File: src/rtl/fp_add_arbiter_if.sv
// Requester/response bundle between datapath clients and fp_add_arbiter.
// The master side belongs to the clients; the slave side belongs to the arbiter.
interface fp_add_arbiter_if #(
  parameter int N_REQ = 4,
  parameter int W1    = 16,
  parameter int W2    = 16,
  parameter int W3    = 16,
  parameter int CNT_W = 8,
  parameter int ID_W  = $clog2(N_REQ)
);
  logic [N_REQ-1:0]    req_valid;
  logic [N_REQ-1:0]    req_ready;
  logic [N_REQ*W1-1:0] req_in1;
  logic [N_REQ-1:0]    req_sign1;
  logic [N_REQ*W2-1:0] req_in2;
  logic [N_REQ-1:0]    req_sign2;
  logic                rsp_valid;
  logic                rsp_ready;
  logic [ID_W-1:0]     rsp_id;
  logic [W3-1:0]       rsp_out;
  logic                rsp_sign;
  logic                rsp_overflow;
  logic                rsp_underflow;
  logic [CNT_W-1:0]    err_cnt;
  logic                busy;

  modport master (
    output req_valid, req_in1, req_sign1, req_in2, req_sign2, rsp_ready,
    input  req_ready, rsp_valid, rsp_id, rsp_out, rsp_sign, rsp_overflow,
           rsp_underflow, err_cnt, busy
  );

  modport slave (
    input  req_valid, req_in1, req_sign1, req_in2, req_sign2, rsp_ready,
    output req_ready, rsp_valid, rsp_id, rsp_out, rsp_sign, rsp_overflow,
           rsp_underflow, err_cnt, busy
  );
endinterface

File: src/rtl/fp_add_arbiter.sv
// Round-robin arbiter time-sharing one combinational fixed-point adder (fp_add)
// among N_REQ requesters, with registered operands/results and a saturating error count.

// Fixed-point adder: operands aligned to the finest fraction, result truncated
// toward -inf and saturated to the result format. A result is two's complement
// whenever either operand is signed; otherwise it is unsigned.
module fp_add #(
  parameter int i1 = 2,
  parameter int f1 = 14,
  parameter int i2 = 2,
  parameter int f2 = 14,
  parameter int i3 = 2,
  parameter int f3 = 14
) (
  input  logic [i1+f1-1:0] in1,
  input  logic             sign1,
  input  logic [i2+f2-1:0] in2,
  input  logic             sign2,
  output logic [i3+f3-1:0] out,
  output logic             o_sign,
  output logic             overflow,
  output logic             underflow
);
  localparam int W1  = i1 + f1;
  localparam int W2  = i2 + f2;
  localparam int W3  = i3 + f3;
  localparam int FW  = (f1 > f2) ? ((f1 > f3) ? f1 : f3) : ((f2 > f3) ? f2 : f3);
  localparam int IM  = (i1 > i2) ? ((i1 > i3) ? i1 : i3) : ((i2 > i3) ? i2 : i3);
  localparam int W   = IM + 2 + FW;
  localparam int SH1 = FW - f1;
  localparam int SH2 = FW - f2;
  localparam int SH3 = FW - f3;

  localparam logic signed [W-1:0] MAX_U = {{(W-W3){1'b0}}, {W3{1'b1}}};
  localparam logic signed [W-1:0] MAX_S = {{(W-W3+1){1'b0}}, {(W3-1){1'b1}}};
  localparam logic signed [W-1:0] MIN_S = {{(W-W3+1){1'b1}}, {(W3-1){1'b0}}};

  logic signed [W-1:0] a_ext, b_ext, sum, scaled, hi, lo;

  always_comb begin
    a_ext     = {{(W-W1){sign1 & in1[W1-1]}}, in1} <<< SH1;
    b_ext     = {{(W-W2){sign2 & in2[W2-1]}}, in2} <<< SH2;
    sum       = a_ext + b_ext;
    scaled    = sum >>> SH3;
    hi        = (sign1 | sign2) ? MAX_S : MAX_U;
    lo        = (sign1 | sign2) ? MIN_S : '0;
    overflow  = scaled > hi;
    underflow = scaled < lo;
    o_sign    = sum[W-1];
    if (overflow)       out = hi[W3-1:0];
    else if (underflow) out = lo[W3-1:0];
    else                out = scaled[W3-1:0];
  end
endmodule

// state | meaning
// IDLE  | arbitrate; grant one valid requester and latch its operands
// CALC  | adder fed from operand registers; results registered on exit
// RESP  | rsp_valid high, results held until rsp_ready
module fp_add_arbiter #(
  parameter int N_REQ = 4,
  parameter int i1    = 2,
  parameter int f1    = 14,
  parameter int i2    = 2,
  parameter int f2    = 14,
  parameter int i3    = 2,
  parameter int f3    = 14,
  parameter int CNT_W = 8,
  parameter int ID_W  = $clog2(N_REQ)
) (
  input logic              clk,
  input logic              rst_n,
  fp_add_arbiter_if.slave  bus
);
  localparam int W1 = i1 + f1;
  localparam int W2 = i2 + f2;
  localparam int W3 = i3 + f3;
  localparam logic [CNT_W-1:0] CNT_ONE = {{(CNT_W-1){1'b0}}, 1'b1};

  typedef enum logic [1:0] {IDLE, CALC, RESP} state_e;

  state_e           state_q, state_d;
  logic [ID_W-1:0]  ptr_q, id_q, rsp_id_q;
  logic [W1-1:0]    in1_q;
  logic [W2-1:0]    in2_q;
  logic             sign1_q, sign2_q;
  logic [W3-1:0]    rsp_out_q;
  logic             rsp_sign_q, rsp_ovf_q, rsp_unf_q;
  logic [CNT_W-1:0] err_cnt_q;

  logic             grant_vld;
  logic [ID_W-1:0]  grant_idx;
  logic [W3-1:0]    add_out;
  logic             add_sign, add_ovf, add_unf;

  fp_add #(
    .i1(i1), .f1(f1), .i2(i2), .f2(f2), .i3(i3), .f3(f3)
  ) u_fp_add (
    .in1      (in1_q),
    .sign1    (sign1_q),
    .in2      (in2_q),
    .sign2    (sign2_q),
    .out      (add_out),
    .o_sign   (add_sign),
    .overflow (add_ovf),
    .underflow(add_unf)
  );

  // Search starts one past the last winner, so the last winner has lowest priority.
  always_comb begin
    int j;
    logic [ID_W-1:0] idx;
    grant_vld = 1'b0;
    grant_idx = '0;
    j         = 0;
    idx       = '0;
    for (int k = 1; k <= N_REQ; k++) begin
      j = int'(ptr_q) + k;
      if (j >= N_REQ) j = j - N_REQ;
      idx = ID_W'(j);
      if (!grant_vld && bus.req_valid[idx]) begin
        grant_vld = 1'b1;
        grant_idx = idx;
      end
    end
  end

  always_ff @(posedge clk or negedge rst_n) begin
    if (!rst_n) state_q <= IDLE;
    else        state_q <= state_d;
  end

  always_comb begin
    state_d = state_q;
    case (state_q)
      IDLE:    if (grant_vld) state_d = CALC;
      CALC:    state_d = RESP;
      RESP:    if (bus.rsp_ready) state_d = IDLE;
      default: state_d = IDLE;
    endcase
  end

  // rst_n gates req_ready so no grant is advertised while reset is held.
  always_comb begin
    bus.req_ready = '0;
    if (rst_n && state_q == IDLE && grant_vld) bus.req_ready[grant_idx] = 1'b1;
    bus.rsp_valid = (state_q == RESP);
    bus.busy      = (state_q != IDLE);
  end

  always_ff @(posedge clk or negedge rst_n) begin
    if (!rst_n) begin
      ptr_q      <= ID_W'(N_REQ - 1);
      id_q       <= '0;
      in1_q      <= '0;
      in2_q      <= '0;
      sign1_q    <= 1'b0;
      sign2_q    <= 1'b0;
      rsp_id_q   <= '0;
      rsp_out_q  <= '0;
      rsp_sign_q <= 1'b0;
      rsp_ovf_q  <= 1'b0;
      rsp_unf_q  <= 1'b0;
      err_cnt_q  <= '0;
    end else begin
      if (state_q == IDLE && grant_vld) begin
        ptr_q   <= grant_idx;
        id_q    <= grant_idx;
        in1_q   <= bus.req_in1[int'(grant_idx)*W1 +: W1];
        in2_q   <= bus.req_in2[int'(grant_idx)*W2 +: W2];
        sign1_q <= bus.req_sign1[grant_idx];
        sign2_q <= bus.req_sign2[grant_idx];
      end
      if (state_q == CALC) begin
        rsp_id_q   <= id_q;
        rsp_out_q  <= add_out;
        rsp_sign_q <= add_sign;
        rsp_ovf_q  <= add_ovf;
        rsp_unf_q  <= add_unf;
      end
      if (state_q == RESP && bus.rsp_ready && (rsp_ovf_q || rsp_unf_q) && (err_cnt_q != '1))
        err_cnt_q <= err_cnt_q + CNT_ONE;
    end
  end

  assign bus.rsp_id        = rsp_id_q;
  assign bus.rsp_out       = rsp_out_q;
  assign bus.rsp_sign      = rsp_sign_q;
  assign bus.rsp_overflow  = rsp_ovf_q;
  assign bus.rsp_underflow = rsp_unf_q;
  assign bus.err_cnt       = err_cnt_q;
endmodule

File: src/flat_wrapper.sv
// flat-port wrapper written by rule: the top's interface ports become plain ports
module fp_add_arbiter_flat 
#(
  parameter int N_REQ = 4,
  parameter int i1    = 2,
  parameter int f1    = 14,
  parameter int i2    = 2,
  parameter int f2    = 14,
  parameter int i3    = 2,
  parameter int f3    = 14,
  parameter int CNT_W = 8,
  parameter int ID_W  = $clog2(N_REQ)
)
  (clk, rst_n, bus_req_valid, bus_req_in1, bus_req_sign1, bus_req_in2, bus_req_sign2, bus_rsp_ready, bus_req_ready, bus_rsp_valid, bus_rsp_id, bus_rsp_out, bus_rsp_sign, bus_rsp_overflow, bus_rsp_underflow, bus_err_cnt, bus_busy);
  fp_add_arbiter_if #(.N_REQ(N_REQ), .W1(16), .W2(16), .W3(16), .CNT_W(CNT_W), .ID_W(ID_W)) bus_i ();
  input logic clk;
  input logic rst_n;
  input wire logic [$bits(bus_i.req_valid)-1:0] bus_req_valid;
  input wire logic [$bits(bus_i.req_in1)-1:0] bus_req_in1;
  input wire logic [$bits(bus_i.req_sign1)-1:0] bus_req_sign1;
  input wire logic [$bits(bus_i.req_in2)-1:0] bus_req_in2;
  input wire logic [$bits(bus_i.req_sign2)-1:0] bus_req_sign2;
  input wire logic [$bits(bus_i.rsp_ready)-1:0] bus_rsp_ready;
  output wire logic [$bits(bus_i.req_ready)-1:0] bus_req_ready;
  output wire logic [$bits(bus_i.rsp_valid)-1:0] bus_rsp_valid;
  output wire logic [$bits(bus_i.rsp_id)-1:0] bus_rsp_id;
  output wire logic [$bits(bus_i.rsp_out)-1:0] bus_rsp_out;
  output wire logic [$bits(bus_i.rsp_sign)-1:0] bus_rsp_sign;
  output wire logic [$bits(bus_i.rsp_overflow)-1:0] bus_rsp_overflow;
  output wire logic [$bits(bus_i.rsp_underflow)-1:0] bus_rsp_underflow;
  output wire logic [$bits(bus_i.err_cnt)-1:0] bus_err_cnt;
  output wire logic [$bits(bus_i.busy)-1:0] bus_busy;
  assign bus_i.req_valid = bus_req_valid;
  assign bus_i.req_in1 = bus_req_in1;
  assign bus_i.req_sign1 = bus_req_sign1;
  assign bus_i.req_in2 = bus_req_in2;
  assign bus_i.req_sign2 = bus_req_sign2;
  assign bus_i.rsp_ready = bus_rsp_ready;
  assign bus_req_ready = bus_i.req_ready;
  assign bus_rsp_valid = bus_i.rsp_valid;
  assign bus_rsp_id = bus_i.rsp_id;
  assign bus_rsp_out = bus_i.rsp_out;
  assign bus_rsp_sign = bus_i.rsp_sign;
  assign bus_rsp_overflow = bus_i.rsp_overflow;
  assign bus_rsp_underflow = bus_i.rsp_underflow;
  assign bus_err_cnt = bus_i.err_cnt;
  assign bus_busy = bus_i.busy;
  fp_add_arbiter #(.N_REQ(N_REQ), .i1(i1), .f1(f1), .i2(i2), .f2(f2), .i3(i3), .f3(f3), .CNT_W(CNT_W), .ID_W(ID_W)) u_core (.clk(clk), .rst_n(rst_n), .bus(bus_i));
endmodule
File: config.mk
export PLATFORM = sky130hd
export DESIGN_NAME = fp_add_arbiter_flat
export DESIGN_NICKNAME = d
export VERILOG_FILES = /design/src/rtl/fp_add_arbiter_if.sv /design/src/rtl/fp_add_arbiter.sv /design/src/flat_wrapper.sv
export SDC_FILE = /design/constraint.sdc
export NUM_CORES = 1
export LEC_CHECK = 0
export CAP_MARGIN = 20
export CORE_AREA = 2 2 105 107
export CTS_CLUSTER_DIAMETER = 60
export DETAILED_ROUTE_END_ITERATION = 6
export DIE_AREA = 0 0 107 109
export DONT_BUFFER_PORTS = 1
export GPL_TIMING_DRIVEN = 1
export PLACE_DENSITY = 0.75
export SYNTH_ARGS = -nofsm -noshare
export SYNTH_HDL_FRONTEND = slang
export SYNTH_SLANG_ARGS = --single-unit
File: constraint.sdc
create_clock -name clk -period 5.4 [get_ports clk]
set_input_delay 1.08 -clock clk [delete_from_list [all_inputs] [get_ports clk]]
set_output_delay 1.08 -clock clk [all_outputs]
set_load 0.01 [all_outputs]
# ---- After elaboration in Yosys (flattened, before gate mapping)
# Index checks and enable logic that the tools add are counted.
# W data, S select, Z words.
dict set report classes {
  n_addsub 10
  magnitude_cmp 12
  eq_ne 5
  shifts 2
  n_mux 34
  n_bitwise 3
  n_reduce_logical 17
}
# cell n
set ops {}
lappend ops {{$shiftx A64 B7 Y16} 2}
lappend ops {{$mux W16} 3}
lappend ops {{$mux W2} 10}
lappend ops {{$add A17 B17 Y18} 1}
lappend ops {{$gt A18 B17 Y1} 1}
lappend ops {{$lt A18 B18 Y1} 1}
lappend ops {{$mux W18} 1}
lappend ops {{$lt A2 B3 Y1 const B} 5}
lappend ops {{$bmux W1 S2} 6}
lappend ops {{$mux W1} 11}
lappend ops {{$logic_and A1 B1 Y1} 10}
lappend ops {{$ge A3 B3 Y1 const B} 3}
lappend ops {{$add A8 B1 Y8 const B} 1}
lappend ops {{$ne A8 B8 Y1 const B} 1}
lappend ops {{$sub A2 B1 Y2 const B} 4}
lappend ops {{$add A2 B2 Y3 const B} 2}
lappend ops {{$pmux W2 S3} 1}
lappend ops {{$add A2 B3 Y4 const B} 1}
lappend ops {{$ge A4 B3 Y1 const B} 1}
lappend ops {{$mux W4} 1}
lappend ops {{$add A2 B1 Y3 const B} 1}
lappend ops {{$logic_not A1 Y1} 3}
lappend ops {{$and A1 B1 Y1} 2}
lappend ops {{$demux W1 S2} 1}
lappend ops {{other kinds (10)} 10}
dict set report word_totals {
  ff_bits 69
  wordCells 96
}

# ---- Logic depth before layout (Yosys ltp)
dict set report logic_depth {
  word_depth 20
  depth_mapped 20
  ltp_nobuf 18
}

# ---- Hierarchy
# A second synthesis with hierarchy kept.
dict set report unflattened {
  cells_unflattened 540
  area_unflattened_um2 5276.3
}
# module n_inst cells_each area_each_um2 seq_area_each_um2
set modules_own_cells {}
lappend modules_own_cells {fp_add_arbiter 1 351 3841.2 1729.2}
lappend modules_own_cells {fp_add 1 189 1435.1 0.0}

# ---- Worst setup path before layout
# OpenSTA, ideal clock, no wires.
dict set report synth_timing {
  path_type {reg-to-reg}
  startpoint {register u_core.in2_q[1]}
  endpoint {register u_core.rsp_out_q[10], in the netlist u_core.bus.rsp_out[10]}
  setup_ns 0.082
  t_arrival_ns 3.683
  required_time_ns 5.318
  setup_slack_ns 1.636
  stages_incl_launch_ff 17
  path_buffers 1
  cell_sequence {dfrtp_1 -> ha_1 -> a211o_1 -> a211o_1 -> a2111oi_4 -> o31ai_1 -> o21a_1 -> nor2_1 -> xnor2_1 -> inv_1 -> ha_1 -> nor2b_1 -> nor3_1 -> mux2i_1 -> clkbuf_1 -> or3b_2 -> a31oi_1}
}
dict set report synth_between {
  elab_chain_cells 4
}
# element line_no
set synth_rtl {}
lappend synth_rtl {{start, declared} fp_add_arbiter.sv:85} ;# logic [W2-1:0] in2_q;
lappend synth_rtl {{start signal, assigned} fp_add_arbiter.sv:170} ;# in2_q <= bus.req_in2[int'(grant_idx)*W2 +: W2];
lappend synth_rtl {{$add A17 B17 Y18 (*)} fp_add_arbiter.sv:43} ;# sum = a_ext + b_ext;
lappend synth_rtl {{$lt A18 B18 Y1} fp_add_arbiter.sv:48} ;# underflow = scaled < lo;
lappend synth_rtl {{$mux W16} fp_add_arbiter.sv:51} ;# else if (underflow) out = lo[W3-1:0];
lappend synth_rtl {{$mux W16 (*)} fp_add_arbiter.sv:50} ;# if (overflow) out = hi[W3-1:0];
lappend synth_rtl {{end signal, assigned} fp_add_arbiter.sv:176} ;# rsp_out_q <= add_out;
lappend synth_rtl {{end, declared} fp_add_arbiter.sv:87} ;# logic [W3-1:0] rsp_out_q;
# Every way passes the cells marked *; elsewhere a longest branch is shown, timed or not.
# A chain may end at the register's enable or synchronous reset.

# ---- Final worst setup path
# Same ends and word-level chain as after synthesis.

==> results.md <==
- CP bufs+invs: 2
- Initial Utilization: between 40% and 50%
- DR vias: around 4.8k
- Clk_skew: about 0.012 ns
- Total die area: approximately 12,000 um2
- Combinational share of power: roughly two thirds
- Clock Power Share: about an eighth
- GR Util met3: under 10%
- Critical Path Start: u_core.in2_q[1]
- Final Hold Viols: 0
- WP data required: 5.67 ns
- Num rows: 38
- Total wire length: roughly 13 mm
- Sequential area share after synthesis: around 34%
- Yosys top cell area share: about a third
- Synth unique cells: between 60 and 70
- Setup TNS: 0 ns
- Static Leak: roughly 2.6 nW
- Initial antenna violation count: 0
- Mapped Cells: a little over 700
- Routability congestion estimate: between 0.9 and 1
- First-pass GRT wire length: between 20 and 25 mm
- Area grow syn2layout: 5.87%
- Unrepaired setup endpoints after global routing: no
- Synthesized area: between 5000 and 6000 um2
- Die Height: 109 um
- Max incr delay on CP: ~0.47 ns
- Maximum clock frequency: roughly 240 MHz
- Initial DRC Count: 270
- Worst Hold Class: in -> async
- Drt drc: 0
- Min Clock Period, post-route: just over 4 ns
- Placed Area: 5200 um2
- PD cells: roughly 800 nW/um2
- Power, Total: around 0.0045 W
- Async SR Flop Fraction: between 90% and 100%
- Main flop type after synthesis: dfrtp_1
- Final setup viols: 0
- Sequential share of power: between 20% and 30%
- Sw Ratio: 50.0%
- Design area: roughly 5500 um2
- Switching power: roughly 0.0022 W
- Syn_area_per_cell: a little over 7 um2
- Final core utilization: 51.5%
- Post-DP HPWL: about 10 mm
- Met1 usage: between 20% and 30%
- Vias in the first global route: around 4.4k
- Hold Buf Count CTS: 0
- Avg WL per Cell: 15.4 um
- CTS Buffer Depth: 2
- Worst-path cell chain: ha_1 -> a211o_1 -> a211o_1 -> a2111oi_4 -> o31ai_1 -> o21a_1 -> nor2_1 -> xnor2_1 -> inv_1 -> ha_1 -> nor2b_1 -> nor3_1 -> mux2i_1 -> buf_4 -> or3b_2 -> a31oi_1
- GR peak layer: met2
- N_diodes: 0
- Nature of the critical path endpoint: flop
- Rel. slew slack: a little under three fifths
- Total Nets Final: roughly 860
- CTS resizes: 0
- Core ar.: about 11,000 um2
- CP Max Fanout: 20
- Layout cells sized above 1: ~8%
- H-tree depth: 3
- Clk Latency, worst-skew pair: about 0.36 ns
- Final ANT Viol Nets: 0
- Yosys warns: 0
- Worst vdd ir: about 0.37 mV
- All-Layer GR Usage: 22.1%
- Max-cap viol count: 0
- Post-synth EDFFs: 0
- Net Count, Synth: about 900
- Slew @ Worst Pin: between 0.6 and 0.7 ns
- Worst path top cell family by delay: compound AO/OA/AOI/OAI gates
- Met2 GRT Util: between 30% and 40%
- Fin cells: ~840
- Port Buffer Count: 0
- Slowest CP cell: or3b_2
- Internal: around 0.0022 W
- Post-CTS setup repair buffer count: 0
- Ports: ~180
- GR Overflow Total: 0
- Synth top area cells: dfrtp_1 (33%), nand2_1 (17%), o21ai_0 (8.4%)
- Placed insts: around 820
- CTS tree: built
- Clk sinks: 69
- Worst Setup Start Kind: flop
- Slew Viols, Final: 0
- FF+latch count, synth: 69
- Clock slew at reported path FFs: around 0.08 ns
- TritonRoute pass-1 iters: 5
- Status: complete, no violations
- CP Class: reg -> reg
- CTS root buffer: clkbuf_8
- Filler instances: about 1.0k
- Largest net degree at the start of global routing: 74
- Critical Path AT: 4.36 ns
- CTS Buf Count: 9
- Vias per cell: 5.75
- Final worst path period share: between 70% and 80%
- Die Span X: 107 um
- Leading area contributor after synthesis: dfrtp_1
- RR Startpoint: u_core.in2_q[1]
==> cells by family (layout without fill, tap and decap cells) <==
group | count (synthesis) | in the layout | share of synthesized area, %
fa+ha+maj | 23 | 23 | 5.73
flops | 69 | 69 | 33.5
buf+inv | 60 | 35 | 4.85
compound gates | 174 | 174 | 20.4
xor+xnor | 13 | 13 | 2.21
mux | 2 | 2 | 0.413
simple gates | 379 | 379 | 32.9
==> synth_stat cells (all sizes together), types with 6 or more instances <==
| cell type | number |
|---|---|
| and3 | 6 |
| nand4 | 6 |
| xnor2 | 8 |
| inv | 12 |
| ha | 22 |
| nand2 | 239 |
| a21oi | 29 |
| dfrtp | 67 |
| nor2 | 40 |
| and2 | 6 |
| o21ai | 89 |
| nand3 | 44 |
| a31oi | 10 |
| a211oi | 8 |
| clkbuf | 44 |
| o21a | 6 |
==> metrics by stage <==
| stage | worst slack, ns | hold WS, ns |
|---|---|---|
| 3_5_place_dp | 1.35 | 0.464 |
| 3_3_place_gp | 1.51 | 0.453 |
| 6_report | 1.31 | 0.409 |
| 5_1_grt | 1.04 | 0.385 |
| 4_1_cts | 1.33 | 0.390 |
| 2_1_floorplan | 1.64 | 0.439 |
==> per-layer routing <==
layer | part of all wire (%) | routed length (um)
met5 | 0 | 0
met3 | 7.2 | 919
met1 | 44 | 5700
met4 | 1.0 | 131
met2 | 47 | 6080
==> cell type report <==
cell class | count | area (um2) | area share (%)
multi-input cells | 591 | 3200 | 58.7
flip-flops and latches | 69 | 1730 | 31.7
well taps | 140 | 175 | 3.21
clock buffers | 11 | 151 | 2.77
clock inverters | 5 | 106 | 1.95
inverters | 13 | 48.8 | 0.894
repair buffers | 6 | 45.0 | 0.825
==> layout by cell type, fill, tap and decap left out, types with 3 or more instances in the layout <==
| cell | n |
|---|---|
| a211oi_1 | 6 |
| a21o_1 | 4 |
| a21oi_1 | 29 |
| a31oi_1 | 10 |
| and2_1 | 5 |
| and3_1 | 4 |
| buf_4 | 6 |
| bufinv_16 | 3 |
| clkbuf_8 | 11 |
| dfrtp_1 | 67 |
| ha_1 | 22 |
| inv_1 | 12 |
| nand2_1 | 238 |
| nand2b_1 | 4 |
| nand3_1 | 44 |
| nand4_1 | 6 |
| nor2_1 | 40 |
| nor2b_1 | 5 |
| nor3_1 | 4 |
| nor3b_1 | 3 |
| o211ai_1 | 4 |
| o21a_1 | 5 |
| o21ai_0 | 87 |
| or2_2 | 5 |
| or3b_2 | 4 |
| xnor2_1 | 8 |
| xor2_1 | 5 |
==> flip-flops by register name, summed over array words and instances, names as in the netlist <==
name                      count
u_core.bus.err_cnt            8
u_core.bus.rsp_overflow       1
u_core.sign1_q                1
u_core.in2_q                 16
u_core.ptr_q                  2
u_core.bus.rsp_out           16
u_core.id_q                   2
u_core.state_q                2
u_core.bus.rsp_underflow      1
u_core.bus.rsp_sign           1
u_core.in1_q                 16
u_core.bus.rsp_id             2
u_core.sign2_q                1
==> power groups by stage <==
stage / logic (W) / clock network, W / registers (W)
CTS: 0.00294 / 0.000545 / 0.00101
floorplan: 0.00243 / 0 / 0.000940
finish: 0.00296 / 0.000533 / 0.000999
detailed placement: 0.00292 / 0 / 0.00102
global route: 0.00335 / 0.000567 / 0.00104
global placement: 0.00283 / 0 / 0.00100
==> final timing paths <==
path | end | slack [ns] | cells after the start
hold / removal | u_core.bus.err_cnt[2] | 0.41 | 0
max in group asynchronous | u_core.ptr_q[1] | 4.79 | 0
hold reg to reg | u_core.bus.rsp_id[0] | 0.47 | 2
setup / recovery | u_core.bus.rsp_out[10] | 1.31 | 16
min in group clk | u_core.bus.rsp_id[0] | 0.47 | 2
setup reg to reg | u_core.bus.rsp_out[10] | 1.31 | 16
Power figures use the tool's default switching activity.
